### config.mk
export PLATFORM = sky130hd
export DESIGN_NAME = usb2_ep_sched
export DESIGN_NICKNAME = d
export VERILOG_FILES = /design/src/rtl/usb2_ep_sched.sv
export SDC_FILE = /design/constraint.sdc
export NUM_CORES = 1
export LEC_CHECK = 0
export BUFFER_PORTS_ARGS = -buffer_cell sky130_fd_sc_hd__buf_2
export CORE_ASPECT_RATIO = 1.75
export CORE_MARGIN = 10
export CORE_UTILIZATION = 35
export CTS_BUF_LIST = sky130_fd_sc_hd__clkbuf_4 sky130_fd_sc_hd__clkbuf_8
export CTS_CLUSTER_DIAMETER = 200
export CTS_CLUSTER_SIZE = 8
export DETAILED_ROUTE_END_ITERATION = 16
export GPL_ROUTABILITY_DRIVEN = 0
export PLACE_DENSITY = 0.61
export SLEW_MARGIN = 20
export SYNTH_ARGS = -nofsm -noshare
export SYNTH_HDL_FRONTEND = slang
export SYNTH_SLANG_ARGS = --single-unit
### constraint.sdc
create_clock -name phy_clk -period 2.7 [get_ports phy_clk]
set_input_delay 0.54 -clock phy_clk [delete_from_list [all_inputs] [get_ports phy_clk]]
set_output_delay 0.54 -clock phy_clk [all_outputs]
set_load 0.005 [all_outputs]
### src/rtl/usb2_ep_sched.sv
// Bulk IN transaction scheduler: decodes IN/OUT tokens, answers DATA/NAK/STALL,
// grants an endpoint read port, arms the buffer on host ACK and tracks per-endpoint halt.
module usb2_ep_sched #(
    parameter int NUM_EP  = 4,
    parameter int EP_BASE = 1,
    parameter int ARM_TO  = 64,
    localparam int IW = (NUM_EP > 1) ? $clog2(NUM_EP) : 1
) (
    input  logic                   phy_clk,
    input  logic                   reset_n,
    input  logic                   tok_valid,
    input  logic [3:0]             tok_ep,
    input  logic                   tok_in,
    output logic                   tok_ready,
    output logic                   resp_valid,
    output logic [1:0]             resp_code,
    output logic                   xfer_active,
    output logic [IW-1:0]          xfer_idx,
    output logic [9:0]             xfer_len,
    output logic [1:0]             xfer_toggle,
    input  logic                   xfer_done,
    input  logic                   xfer_acked,
    input  logic [NUM_EP-1:0]      ep_hasdata,
    input  logic [10*NUM_EP-1:0]   ep_len,
    input  logic [2*NUM_EP-1:0]    ep_toggle,
    output logic [NUM_EP-1:0]      ep_arm,
    input  logic [NUM_EP-1:0]      ep_arm_ack,
    output logic [NUM_EP-1:0]      ep_toggle_act,
    input  logic                   halt_set,
    input  logic                   halt_clr,
    input  logic [3:0]             halt_ep,
    output logic [NUM_EP-1:0]      ep_halted,
    output logic                   arm_err
);
    localparam int CW = $clog2(ARM_TO + 1);
    localparam logic [1:0] RC_DATA  = 2'b00;
    localparam logic [1:0] RC_NAK   = 2'b01;
    localparam logic [1:0] RC_STALL = 2'b10;

    typedef enum logic [2:0] {S_IDLE, S_DECODE, S_RESP, S_XFER, S_ARM, S_ARM_REL} state_t;
    state_t state, state_nxt;

    logic [3:0]        tok_ep_q;
    logic              tok_in_q;
    logic [1:0]        code_q;
    logic [CW-1:0]     arm_cnt;
    logic              rel_low;
    logic [NUM_EP-1:0] halted, halted_nxt;

    logic [3:0]        dec_off, halt_off;
    logic              dec_hit, halt_hit;
    logic [IW-1:0]     dec_idx;
    logic [1:0]        dec_code;

    assign ep_halted = halted;

    always_comb begin
        dec_off = tok_ep_q - 4'(EP_BASE);
        dec_hit = (tok_ep_q >= 4'(EP_BASE)) && (32'(dec_off) < NUM_EP);
        dec_idx = dec_off[IW-1:0];
        if (!dec_hit || !tok_in_q)  dec_code = RC_STALL;
        else if (halted[dec_idx])   dec_code = RC_STALL;
        else if (!ep_hasdata[dec_idx]) dec_code = RC_NAK;
        else                        dec_code = RC_DATA;
    end

    // Set beats clear when both target the same endpoint in one cycle.
    always_comb begin
        halt_off   = halt_ep - 4'(EP_BASE);
        halt_hit   = (halt_ep >= 4'(EP_BASE)) && (32'(halt_off) < NUM_EP);
        halted_nxt = halted;
        for (int i = 0; i < NUM_EP; i++) begin
            if (halt_hit && (32'(halt_off) == i)) begin
                if (halt_set)      halted_nxt[i] = 1'b1;
                else if (halt_clr) halted_nxt[i] = 1'b0;
            end
        end
    end

    always_ff @(posedge phy_clk) begin
        if (!reset_n) begin
            state       <= S_IDLE;
            tok_ep_q    <= '0;
            tok_in_q    <= 1'b0;
            code_q      <= '0;
            xfer_idx    <= '0;
            xfer_len    <= '0;
            xfer_toggle <= '0;
            arm_cnt     <= '0;
            rel_low     <= 1'b0;
            halted      <= '0;
        end else begin
            state  <= state_nxt;
            halted <= halted_nxt;
            if (state == S_IDLE && tok_valid) begin
                tok_ep_q <= tok_ep;
                tok_in_q <= tok_in;
            end
            if (state == S_DECODE) begin
                code_q <= dec_code;
                if (dec_code == RC_DATA) begin
                    xfer_idx    <= dec_idx;
                    xfer_len    <= ep_len[10*dec_idx +: 10];
                    xfer_toggle <= ep_toggle[2*dec_idx +: 2];
                end
            end
            arm_cnt <= (state == S_ARM) ? arm_cnt + CW'(1) : '0;
            // Tracks one low ack cycle already seen while releasing.
            rel_low <= (state == S_ARM_REL) && !ep_arm_ack[xfer_idx];
        end
    end

    always_comb begin
        state_nxt     = state;
        tok_ready     = 1'b0;
        resp_valid    = 1'b0;
        resp_code     = 2'b00;
        xfer_active   = 1'b0;
        ep_arm        = '0;
        ep_toggle_act = '0;
        arm_err       = 1'b0;
        case (state)
            S_IDLE: begin
                tok_ready = 1'b1;
                if (tok_valid) state_nxt = S_DECODE;
            end
            S_DECODE: state_nxt = S_RESP;
            S_RESP: begin
                resp_valid = 1'b1;
                resp_code  = code_q;
                if (code_q == RC_DATA) begin
                    xfer_active = 1'b1;
                    state_nxt   = S_XFER;
                end else begin
                    state_nxt = S_IDLE;
                end
            end
            S_XFER: begin
                xfer_active = 1'b1;
                if (xfer_done) state_nxt = xfer_acked ? S_ARM : S_IDLE;
            end
            S_ARM: begin
                ep_arm[xfer_idx] = 1'b1;
                if (ep_arm_ack[xfer_idx]) begin
                    ep_toggle_act[xfer_idx] = 1'b1;
                    state_nxt = S_ARM_REL;
                end else if (arm_cnt == CW'(ARM_TO - 1)) begin
                    arm_err   = 1'b1;
                    state_nxt = S_ARM_REL;
                end
            end
            S_ARM_REL: begin
                if (!ep_arm_ack[xfer_idx] && rel_low) state_nxt = S_IDLE;
            end
            default: state_nxt = S_IDLE;
        endcase
    end
endmodule

==> impl_metrics.ini <==
[sta]
fin_crit_ns = 2.30
final_hold_viol_count = 0
setup_viol = 0
max_slew.worst_pin.slew_ns = 0.573
rsz0062_at_grt = false
clock_skew_ns = 0.00844
relSlewSlack = 0.617
fmax_ghz = 0.435
hold_ws_ns = 0.464
tns_ns = 0
fin_crit_sh = 0.852
finalMaxSlewViolations = 0
fin_ws_ns = 0.399

[synth]
ys_warn_count = 0
syn-cell-area_mm2 = 0.00203
yosysSeqAreaShare = 0.356
syn_avg_cell_area_um2 = 9.56
syn_nets = 286
synth.largest_area_cell = dfxtp_1
synthTopCellsByArea = dfxtp_1, mux4_2, a21oi_1, mux2i_1, nor2_1
synth_edf_count = 0
synth-seq-cells = 36
synth_cells = 212
synth_common_cells = dfxtp_1, a21oi_1, nor2_1
ys_types = 44
synth-async-reset-ratio = 0
synth_top_area_frac = 0.356
synth_most_common_cell = dfxtp_1
ys.flop_type = dfxtp_1

[grt]
grt.total_usage = 0.137
grt-ovfl-total = 0
grt_pass1_vias = 2138
antenna_found_initial = 0
grt_pass1_wl_um = 10300
grt_max_degree = 28

[worst_setup_path]
path_class = flop to output port
arrival_ns = 1.76
end_kind = output port
crit_fanout = 3
ff2ff_path_depth = 6
cp.required_ns = 2.16
worst_setup_path_start_kind = flop

[cts]
htree_levels = 2
ctsHoldBuffers = 0
cts_buffers = 5
cts_tree = yes
ctsResizeCount = 0
numClockSinks = 36
clk_path_buf_depth = 2
clk_latency_ns = 0.29
cts_root_buffer = clkbuf_8
post-cts-setup-buffers = 0
clkTransAtPathRegs_ns = 0.07

[placement]
place_hpwl_um = 5360
io_buffers = 103
place_ws_ns = 0.501

[final_layout]
area_growth_pct = 33.1
antenna_cells = 0
multiInputGateArea_mm2 = 0.00121
layout-drive-gt1-share = 0.433
fin_util = 0.483
nNetsFinal = 385
fillerInstances = 584
regArea_um2 = 721

[floorplan]
dieWidth_um = 77.5
die_h_um = 121
start_util = 0.363
rows = 36
io_pins = 104
die-area_mm2 = 0.00935
core_area_mm2 = 0.00559

[power_and_ir_drop]
p_leak_nw = 1.17
power.switching_mw = 0.363
ir_drop_mv = 0.264
combPwrFrac = 0.223
p_sw_frac = 0.269
p_per_area_mw_per_mm2 = 500
p_total_mw = 1.35
pwr-share-seq = 0.426
internal_power_mw = 0.986
p_clk_frac = 0.351

[routing]
ant_nets = 0
vias_per_cell = 5.16
num_vias = 2003
wire_per_inst_um = 16.7
drc_errors = 0
wl_um = 6470
drt-initial-drc-count = 105
firstDrtPassIters = 4

[worst_hold_path]
min_path_type = flop to flop
hold_path_depth = 1

[status]
outcome = finished clean

[run]
max-cap-violations = 0
==> metrics by stage <==
stage,instances,area (um^2)
4_1_cts,388,2700
3_5_place_dp,380,2590
6_report,388,2700
2_1_floorplan,212,2030
5_1_grt,388,2700
3_3_place_gp,380,2590
==> final cells by class <==
cell class	instances	share of cell area
well taps	76	0.0353
clock buffers	6	0.0283
inverters	5	0.00696
multi-input cells	156	0.447
repair buffers	107	0.202
flip-flops and latches	36	0.267
clock inverters	2	0.0130
==> path summary, 6_finish.rpt <==
| kind | from | end | slack [ns] |
|---|---|---|---|
| hold reg to reg | arm_cnt[0] | arm_cnt[0] | 0.46 |
| setup / recovery | arm_cnt[0] | arm_err | 0.40 |
| hold / removal | arm_cnt[0] | arm_cnt[0] | 0.46 |
| setup reg to reg | tok_ep_q[0] | xfer_len[3] | 0.49 |
==> registers in the layout (all words and copies together), names as in the netlist <==
signal,count
ep_halted,4
xfer_toggle,2
rel_low,1
xfer_idx,2
tok_in_q,1
state,3
arm_cnt,7
xfer_len,10
code_q,2
tok_ep_q,4
==> layer usage <==
| metal | track usage | part of all wire | vias up |
|---|---|---|---|
| met5 | 0 | 0 | - |
| met4 | 0.0562 | 0.025 | 0 |
| li1 | - | - | 987 |
| met2 | 0.253 | 0.54 | 72 |
| met1 | 0.131 | 0.36 | 934 |
| met3 | 0.0542 | 0.076 | 10 |
==> power groups by stage <==
stage	combinational (mW)	sequential, mW	clock [mW]
2_1_floorplan	0.224	0.569	0
3_3_place_gp	0.300	0.586	0
3_5_place_dp	0.302	0.586	0
4_1_cts	0.304	0.574	0.484
5_1_grt	0.331	0.578	0.507
6_report	0.301	0.574	0.474
==> critical path, stage by stage, from the launching register on <==
cell and delay, ns:
dfxtp_1 0.36, ha_1 0.20, nand3_1 0.13, or3_1 0.43, nor4_1 0.19, buf_2 0.17
==> cell usage in the layout (no fill, tap or decap), types with 2 or more instances in the layout <==
cell      instances
nand2b_1          2
xnor2_1           3
nor3_1            4
o21ai_0           3
clkbuf_8          5
buf_4             4
a21oi_1          23
ha_1              2
nor4_1            6
nor4b_1           2
xor2_1            2
and2_1            6
a211oi_1          3
dfxtp_1          36
o21ai_1           9
buf_2           103
and3_1            2
nor2_1           21
nand3b_1          2
mux2i_1          10
nor2b_1           2
inv_1             4
mux4_1            2
o31a_1            2
nand2_1           6
nand4_1           3
nand3_1          14
mux4_2           12
==> cell families after synthesis <==
family | count (synthesis) | synth area share
flops | 36 | 0.356
mux | 25 | 0.214
xor+xnor | 5 | 0.0216
fa+ha+maj | 2 | 0.0123
buf+inv | 20 | 0.0494
simple gates | 76 | 0.204
compound gates | 48 | 0.143
Power figures use the tool's default switching activity.
